`src/rtl/vram_hdma_ctrl.sv`:
```
// vram_hdma_ctrl: CGB general-purpose / H-blank DMA copying 16-byte blocks from the system bus into VRAM bank 0 or 1.
module vram_hdma_ctrl #(
  parameter int VRAM_AW     = 13,
  parameter int BLOCK_BYTES = 16
) (
  input  logic        clk_ppu,
  input  logic        reset,
  input  logic [15:0] address_bus_offset,
  input  logic [7:0]  data_in,
  input  logic        mem_we,
  input  logic        VBK,
  input  logic [1:0]  STAT_mode,
  input  logic [7:0]  LCDC,
  input  logic [7:0]  data_in_dma_rd,
  output logic [15:0] address_bus_dma_rd,
  output logic        mem_enable_dma_rd,
  output logic [15:0] address_bus_dma_wr,
  output logic        mem_enable_dma_wr,
  output logic [7:0]  data_in_dma_wr,
  output logic        wr_en_VRAM_bank0_dma_wr,
  output logic        wr_en_VRAM_bank1_dma_wr,
  output logic [1:0]  dma_sel_VRAM_bank0,
  output logic [1:0]  dma_sel_VRAM_bank1,
  output logic        cpu_stall,
  output logic [7:0]  hdma_status
);
  localparam int BW = $clog2(BLOCK_BYTES);
  typedef enum logic [1:0] {IDLE, HWAIT, RD, WR} state_t;
  state_t               state_q;
  logic [15:0]          src_q;
  logic [VRAM_AW-1:0]   dst_q;
  logic [6:0]           blocks_q;
  logic [BW-1:0]        cnt_q;
  logic                 active_q, bank_q, hdma_q;
  logic [1:0]           mode_q;
  logic                 we51, we52, we53, we54, we55, hblank_rise, rd, wr, last;
  assign we51 = mem_we && address_bus_offset == 16'hFF51;
  assign we52 = mem_we && address_bus_offset == 16'hFF52;
  assign we53 = mem_we && address_bus_offset == 16'hFF53;
  assign we54 = mem_we && address_bus_offset == 16'hFF54;
  assign we55 = mem_we && address_bus_offset == 16'hFF55;
  assign hblank_rise = LCDC[7] && STAT_mode == 2'b00 && mode_q != 2'b00;
  assign rd = state_q == RD;
  assign wr = state_q == WR;
  assign last = cnt_q == BW'(BLOCK_BYTES - 1);
  always_ff @(posedge clk_ppu or posedge reset) begin
    if (reset) begin
      state_q  <= IDLE;
      src_q    <= '0;
      dst_q    <= '0;
      blocks_q <= 7'h7F;
      cnt_q    <= '0;
      active_q <= 1'b0;
      bank_q   <= 1'b0;
      hdma_q   <= 1'b0;
      mode_q   <= 2'b00;
    end else begin
      mode_q <= STAT_mode;
      if (!active_q) begin
        if (we51) src_q[15:8] <= data_in;
        if (we52) src_q[7:0] <= {data_in[7:4], 4'h0};
        if (we53) dst_q[VRAM_AW-1:8] <= data_in[VRAM_AW-9:0];
        if (we54) dst_q[7:0] <= {data_in[7:4], 4'h0};
      end
      case (state_q)
        IDLE: if (we55) begin
          blocks_q <= data_in[6:0];
          bank_q   <= VBK;
          active_q <= 1'b1;
          hdma_q   <= data_in[7];
          state_q  <= data_in[7] ? HWAIT : RD;
        end
        HWAIT: if (we55 && data_in[7]) blocks_q <= data_in[6:0];
        else if (we55) begin
          active_q <= 1'b0;
          state_q  <= IDLE;
        end else if (hblank_rise) state_q <= RD;
        RD: state_q <= WR;
        WR: begin
          src_q <= src_q + 16'd1;
          dst_q <= dst_q + 1'b1;
          cnt_q <= cnt_q + 1'b1;
          if (!last) state_q <= RD;
          else if (blocks_q == 7'd0) begin
            blocks_q <= 7'h7F;
            active_q <= 1'b0;
            state_q  <= IDLE;
          end else begin
            blocks_q <= blocks_q - 7'd1;
            state_q  <= hdma_q ? HWAIT : RD;
          end
        end
        default: state_q <= IDLE;
      endcase
    end
  end
  assign address_bus_dma_rd      = src_q;
  assign mem_enable_dma_rd       = rd;
  assign address_bus_dma_wr      = {{(16-VRAM_AW){1'b0}}, dst_q};
  assign mem_enable_dma_wr       = wr;
  assign data_in_dma_wr          = wr ? data_in_dma_rd : 8'h00;
  assign wr_en_VRAM_bank0_dma_wr = wr && !bank_q;
  assign wr_en_VRAM_bank1_dma_wr = wr && bank_q;
  assign dma_sel_VRAM_bank0      = {wr && !bank_q, 1'b0};
  assign dma_sel_VRAM_bank1      = {wr && bank_q, 1'b0};
  assign cpu_stall               = rd || wr;
  assign hdma_status             = {~active_q, blocks_q};
endmodule

```
`config.mk`:
```
export PLATFORM = sky130hd
export DESIGN_NAME = vram_hdma_ctrl
export DESIGN_NICKNAME = d
export VERILOG_FILES = /design/src/rtl/vram_hdma_ctrl.sv
export SDC_FILE = /design/constraint.sdc
export NUM_CORES = 1
export LEC_CHECK = 0
export BUFFER_PORTS_ARGS = -buffer_cell sky130_fd_sc_hd__buf_2
export CORE_MARGIN = 2
export CORE_UTILIZATION = 40
export CTS_BUF_LIST = sky130_fd_sc_hd__clkbuf_4
export DETAILED_ROUTE_END_ITERATION = 10
export GPL_TIMING_DRIVEN = 1
export PLACE_DENSITY_LB_ADDON = 0.3
export SLEW_MARGIN = 15
export SYNTH_ARGS = -nofsm -noshare
export SYNTH_HDL_FRONTEND = slang
export SYNTH_SLANG_ARGS = --single-unit
```
`constraint.sdc`:
```
create_clock -name clk_ppu -period 1.96 [get_ports clk_ppu]
set_clock_uncertainty 0.1 [all_clocks]
set_input_delay 0.392 -clock clk_ppu [delete_from_list [all_inputs] [get_ports clk_ppu]]
set_output_delay 0.392 -clock clk_ppu [all_outputs]
set_load 0.02 [all_outputs]
```
-- After elaboration in Yosys (flattened, before gate mapping)
Index checks and enable logic that the tools add are counted.
- flip-flop bits (word level): 47
- bits of input ports: 46
- output and inout bits: 57
- logic and storage cells: 91
- multiplexer cells: 29
- reductions and logical operators: 29
- eq/ne operators: 17
- add/sub/neg operators: 4
- bitwise operators: 1
- operators by type and width (kind ; number):
    $eq 16x16->1 const B ; 5
    $mux 16 ; 2
    $mux 8 ; 4
    $mux 7 ; 4
    $mux 13 ; 2
    $pmux 7 s3 ; 1
    $add 16x1->16 const B ; 1
    $mux 2 ; 8
    $add 13x1->13 const B ; 1
    $logic_and 1x1->1 ; 10
    $reduce_and 2->1 ; 5
    $reduce_bool 2->1 ; 5
    $ne 2x2->1 const B ; 4
    $pmux 2 s4 ; 1
    $logic_not 7->1 ; 1
    $sub 7x1->7 const B ; 1
    $ne 2x1->1 const B ; 3
    $reduce_and 6->1 ; 1
    $mux 1 ; 5
    $mux 5 ; 1
    $add 4x1->4 const B ; 1
    $eq 2x2->1 const B ; 2
    $eq 4x4->1 const B ; 1
    $logic_not 2->1 ; 2
    9 further kinds ; 9

-- Depth between registers and ports, before layout
Gate-level depths: netlist of run 1.
- word-level depth: 7
- mapped depth: 9
- mapped depth without buffers: 7

-- Worst setup path before layout of run 1
No wires, ideal clock.
- kind: reg2out
- start point: reg state_q[0]
- end point: out dma_sel_VRAM_bank0[1]
- arrival: 1559 ps
- path slack: -91 ps
- cell stages (with the launch flop): 7
- required time: 1468 ps
- path buffers: 4
- cells stage by stage: dfrtp_1 > buf_2 > nand2_1 > clkbuf_1 > buf_1 > nor2_1 > buf_4
- word-level cells in the longest chain between the ends: 2
- ends and longest elaborated chain (item ; RTL line ; source):
    start: declaration ; 29 ; state_t state_q;
    start signal: assignment ; 71 ; state_q <= data_in[7] ? HWAIT : RD;
    start signal: assignment ; 90 ; state_q <= hdma_q ? HWAIT : RD;
    $eq 2x2->1 ; 44 ; assign wr = state_q == WR;
    $logic_and 1x1->1 ; -- ;
    end: declaration ; 22 ; output logic [1:0] dma_sel_VRAM_bank0,
No other way between the ends.

-- Worst setup path in the final report of run 1
- start point: reg blocks_q[0]
- end point: reg state_q[0]
- word-level cells in the longest chain between the ends: 4
- ends and longest elaborated chain (item ; RTL line ; source):
    start: declaration ; 32 ; logic [6:0] blocks_q;
    start signal: assignment ; 67 ; blocks_q <= data_in[6:0];
    start signal: assignment ; 73 ; HWAIT: if (we55 && data_in[7]) blocks_q <= data_in[6:0];
    start signal: assignment ; 89 ; blocks_q <= blocks_q - 7'd1;
    $logic_not 7->1 ; 84 ; else if (blocks_q == 7'd0) begin
    $mux 2 ; 84 ;
    $mux 2 ; 83 ; if (!last) state_q <= RD;
    $pmux 2 s4 ; 65 ; case (state_q)
No other way between the ends.
A chain may end at the register's enable or synchronous reset.

==> run metrics, run 1 <==
commonest non-fill, non-tap cell in the layout=buf_2; Port Buffers=90; CP Data Arrival Time=2.07 ns; register area share after synthesis=40.5%; Rel. slew slack=between 60% and 70%; largest net degree at the start of global routing=48; Clk pin slew, worst setup/hold paths=0.14 ns; Ant. Diodes=0; Post-Place Worst Slack=-0.161 ns; Required @ worst endpoint=between 2 and 2.5 ns; vias in the first global route=around 2500; Hold EP=mode_q[1]; leading post-synthesis cells by cell area=dfrtp_1 34%, dfstp_2 6.3%, nor2_1 4.6%; Synth Flop Type=dfrtp_1; fin crit share=98.6%; DRC=0; hold path cells=1; fin cells=around 550; antenna-violating nets left=0; CP max FO=3; reg2reg end=state_q[0]; Post-Syn Area=approximately 2900 µm²; vias per std cell=5.36; Detailed Place HPWL=between 6000 and 7000 µm; Die Wd=roughly 90 µm; Net count, final=497; leading area contributor after synthesis=dfrtp_1; CTS root buf=clkbuf_4; share of cells above drive strength 1=36.6%; reg-to-reg slack, setup=approximately 0.027 ns; setup TNS=0 ns; CTS sink cnt=47; HP Class=input pin to flop; DR vias=~3000; gpl congestion=between 0.8 and 0.9; initial antenna violation count=0; worst skew pair latency=0.37 ns; slack of the critical path=about 0.027 ns; Worst setup EP type=flop; global-route wire length before repair=12600 µm; Worst-Margin Slew=0.526 ns; Die Span Y=89.5 µm; die area=roughly 8000 µm²; drt first pass iters=4; most frequent cells in the layout=88 x buf_2, 39 x dfrtp_1, 34 x nor2_1, 32 x nand2_1, 27 x buf_4; CTS Buffer Depth=2; total chip power=4320 µW; top cell type's share of synthesized area=34.2%; Multi-input gate area=about 1600 µm²; Mean Syn Cell Area=8.68 µm²; Post-synth ARST share=100%; Distinct cells, synth=between 60 and 70; pins over their slew limit=0; Reg2Reg Depth=8; Max Cap Viol=0; Gate Count Post-Synth=337; Post-Place Cells=535; Fillers=slightly below 700; Leak Pwr=0.00176 µW; maximum vdd drop=0.475 mV; status=finished clean; maximum clock rate=about 520 MHz; CTS H-tree lvls=2; CP Launch Type=flop; YS warnings=0; GRT Residual Overflow=0; starting density of the core=between 40% and 50%; Ports=103; #FFs+latches synth=47; number of setup violations in the final report=0; pwr dens=1140 nW/µm²; core area=7180 µm²; post-route minimum period=1.93 ns; Initial DRC Count=188; gr usage total=20.5%; CTS buffer count=5; Reg area=1190 µm²; hold path start=STAT_mode[1]; CTS tree=done; wire per inst=15.2 µm; worst r2r src=blocks_q[0]; Final Hold Fails=0; Post-synth EDFFs=0; Routed WL=8310 µm; Core Rows=31; area added between synthesis and finish=29.1%; CP Class=flop to flop
-- final cells by class --
class / instances / share of cell area, %
multi-input combinational: 259 / 43.1
sequential: 47 / 31.4
timing repair buffer: 120 / 19.2
tap: 99 / 3.28
inverter: 14 / 1.46
clock buffer: 7 / 1.39
clock inverter: 1 / 0.133
-- flip-flops by register name (all words and copies together), names as in the netlist --
register / count
address_bus_dma_rd: 16
blocks_q: 7
bank_q: 1
hdma_q: 1
mode_q: 2
active_q: 1
dst_q: 13
cnt_q: 4
state_q: 2
-- per-layer routing --
| layer | share of wire, % | GRT usage (%) | vias to the layer above | wire, µm |
|---|---|---|---|---|
| met1 | 46 | 29.1 | 1404 | 3810 |
| met2 | 49 | 32.8 | 75 | 4040 |
| met3 | 4.6 | 3.42 | 7 | 381 |
| met5 | 0 | 0 | - | 0 |
| li1 | - | - | 1444 | - |
| met4 | 0.94 | 4.34 | 0 | 78 |
-- synth_stat cells (6+ instances only) --
cell	number
dfrtp_1	40
nor2_1	36
nand2_1	33
nand3_1	22
a21oi_1	20
and3_1	15
o21ai_0	14
inv_1	12
nor3_1	12
nand4_1	11
buf_4	7
clkbuf_1	7
dfstp_2	7
buf_2	6
mux2i_1	6
o22ai_1	6
-- report_power, final --
group / switching, µW / leakage [µW] / internal, µW
clock network: 314 / 0.0000361 / 168
registers: 263 / 0.000543 / 1240
logic: 1410 / 0.00118 / 924
total: 1990 / 0.00176 / 2330
-- stage by stage --
| step | cell area (µm²) | hold WS, ns | utilization [%] |
|---|---|---|---|
| final | 3770 | 0.0532 | 52.6 |
| after global routing | 3770 | 0.0255 | 52.6 |
| after CTS | 3710 | 0.0356 | 51.7 |
| after detailed placement | 3620 | 0.355 | 50.5 |
| after global placement | 3620 | 0.351 | 50.5 |
| after floorplan | 2940 | 0.323 | - |
-- critical path: stages (launching register included) --
cell and delay, ns:
dfstp_2 0.40, inv_1 0.07, ha_2 0.17, or4b_4 0.49
nor3_4 0.16, buf_4 0.14, o21ai_1 0.06, nand2_1 0.11
o311ai_2 0.12
-- logic make-up after synthesis --
kind of cell	Yosys count	synth area share, %
xor gates and xnor gates	4	1.20
buffers and inverters	35	5.65
adders and majority gates	4	1.71
and+or+nand+nor	162	30.8
muxes	8	2.82
AOI/OAI and AO/OA	76	17.2
other	1	0.128
DFF	47	40.5
-- worst max-delay path by stage --
| stage | start | to | slack [ns] |
|---|---|---|---|
| finish | blocks_q[0] | state_q[0] | 0.03 |
| global route | blocks_q[0] | state_q[0] | -0.05 |
| CTS | state_q[1] | wr_en_VRAM_bank0_dma_wr | 0.0005 |
| detailed placement | address_bus_offset[3] | address_bus_dma_rd[9] | -0.16 |
| global placement | address_bus_offset[3] | address_bus_dma_rd[12] | -0.11 |
| floorplan | blocks_q[0] | blocks_q[3] | 0.06 |
-- repair_timing --
| item | CTS | global route |
|---|---|---|
| endpoints found under the hold margin | 40 | 0 |
| resized for setup | 5 | 12 |
| pin swaps | 1 | 4 |
| hold buffers | 1 | 0 |
| buffers inserted | 0 | 3 |
| setup endpoints to repair | 4 | 13 |
Note: power is estimated with default switching activity, not from simulation.
==> run 2, diff against run 1 <==
- clock period: 1.96 -> 2.1 ns (I/O delays scaled with it)
==> run 2 against run 1 <==
Global-route usage rose by 0.65 points. Utilization decreased by 1.8 points. Sequential power is 6% lower. Non-clock buffer count decreased by 8. Cell count down 1.5%. Die area stayed put. Critical endpoint is now mem_enable_dma_wr. Largest power group unchanged. Highest routed layer unchanged.
==> run metrics, run 2 (synthesis gave the netlist of run 1 again) <==
Placed Area=3570 µm² (-1.5%); most frequent cells in the layout=90 x buf_2, 40 x dfrtp_1, 36 x nor2_1, 33 x nand2_1, 22 x nand3_1; vias in the first global route=2649 (+5.1%); Routed WL=8060 µm (-3.1%); Die Wd=89.5 µm (unchanged); Clk pin slew, worst setup/hold paths=0.14 ns (about the same); area added between synthesis and finish=24.6%; antenna-violating nets left=0 (unchanged); CTS Buffer Depth=2 (unchanged); Leak Pwr=0.00171 µW (-2.6%); Worst-Margin Slew=0.537 ns (+0.0108 ns); met2 routed WL=3880 µm (-3.8%); Detailed Place HPWL=6200 µm (+0.13%); Net count, final=489 (-1.6%); Max Cap Viol=0 (unchanged); pins over their slew limit=0 (unchanged); share of cells above drive strength 1=33.4% (-3.2 points); M1 WL=3580 µm (-6.0%); hold path start=STAT_mode[1]; Rel. slew slack=64.0% (-0.72 points); Fillers=699 (+2.6%); CTS tree=done; Die Span Y=89.5 µm (unchanged); HP Class=input pin to flop; hold path cells=1 (unchanged); CP Class=flop to primary output; wire per inst=14.9 µm (-1.6%); pwr dens=1040 nW/µm² (-9.4%); fin cells=539 (-1.5%); Post-Place Cells=530 (-0.93%); total chip power=3780 µW (-12%); worst skew pair latency=0.36 ns (about the same); CTS sink cnt=47 (unchanged); post-route cell area=3640 µm² (-3.4%); Multi-input gate area=1600 µm² (-2.0%); status=finished clean; CP Launch Type=flop; Required @ worst endpoint=1.58 ns (-0.52 ns); Hold EP=mode_q[1]; CP Data Arrival Time=1.48 ns (-0.59 ns); DR vias=2897 (-1.1%); Post-Place Worst Slack=-0.0564 ns (+0.104 ns); vias per std cell=5.37 (+0.34%); drt first pass iters=4 (unchanged); core area=7180 µm² (unchanged); die area=8010 µm² (unchanged); Final Hold Fails=0 (unchanged); slack of the critical path=0.0985 ns (+0.0714 ns); reg-to-reg slack, setup=0.12 ns (+0.09 ns); gr usage total=21.1% (+0.65 points); starting density of the core=40.7% (unchanged); Reg area=1180 µm² (-0.11%); CP max FO=22 (+19); initial antenna violation count=0 (unchanged); largest net degree at the start of global routing=30 (-38%); reg2reg end=blocks_q[3]; Ant. Diodes=0 (unchanged); RSZ-0062 raised after global routing=yes; Finished Core Util=50.8% (-1.8 points); Initial DRC Count=128 (-32%); global-route wire length before repair=13200 µm (+4.2%); maximum clock rate=500 MHz; CTS H-tree lvls=2 (unchanged); fin crit share=95.3%; post-route minimum period=about 2.0 ns; DR WL met3=448 µm (+18%); GRT Residual Overflow=0 (unchanged); setup bufs post-CTS=0 (unchanged); Worst setup EP type=primary output; Core Rows=31 (unchanged); Ports=103 (unchanged); CTS root buf=clkbuf_4; gpl congestion=0.902 (+4.0%); CTS buffer count=5 (unchanged); number of setup violations in the final report=0 (unchanged); DRC=0 (unchanged); Reg2Reg Depth=6 (-2); top layer in use=met4; Port Buffers=90 (unchanged); commonest non-fill, non-tap cell in the layout=buf_2; Largest register FFs=16 (unchanged); maximum vdd drop=0.503 mV (+6.0%); worst r2r src=blocks_q[0]
==> run 2: cell types whose count changed in the layout (fill, tap and decap cells not counted), sizes merged <==
cell / change
buf: -8
clkbuf: -1
clkinv: +1
==> run 2: critical path: stages, from the launching register on <==
cell     delay [ns]
dfrtp_1        0.37
nand2_1        0.09
inv_2          0.23
buf_6          0.24
buf_2          0.19
==> run 2: through the flow <==
step | TNS, ns | hold slack [ns]
after floorplan | 0 | 0.351
after global placement | 0 | 0.370
after detailed placement | -0.0826 | 0.377
after CTS | 0 | 0.0605
after global routing | -0.00646 | 0.0476
final | 0 | 0.0736
==> run 2: area by class of cell <==
class	count	area share, %
Multi-Input combinational cell	259	43.8
Sequential cell	47	32.5
Timing Repair Buffer	112	17.4
Tap cell	99	3.40
Inverter	14	1.44
Clock buffer	6	1.24
Clock inverter	2	0.206
==> run 2: worst max path at each step <==
stage	from	to	cells after the start
finish	state_q[1]	mem_enable_dma_wr	4
global route	state_q[0]	mem_enable_dma_wr	4
CTS	state_q[1]	mem_enable_dma_wr	4
detailed placement	address_bus_offset[7]	dst_q[5]	7
global placement	address_bus_offset[7]	dst_q[11]	7
floorplan	state_q[0]	dma_sel_VRAM_bank0[1]	6
==> run 2: power by group <==
group          switching, µW  leakage [µW]  internal [µW]
clock network            289     0.0000307            138
registers                260      0.000544           1150
logic                   1240       0.00114            702
==> run 2: what timing repair did <==
action                                 4_1_cts  5_1_grt
setup endpoints to repair                    0        3
hold buffers                                 1        0
endpoints found under the hold margin       13        0
resized for setup                            0        3
==> run 2: layer usage <==
metal,vias to the layer above,GRT usage [%]
li1,1426,-
met1,1380,30.3
met2,82,33.1
met3,9,3.51
met4,0,5.56
met5,-,0
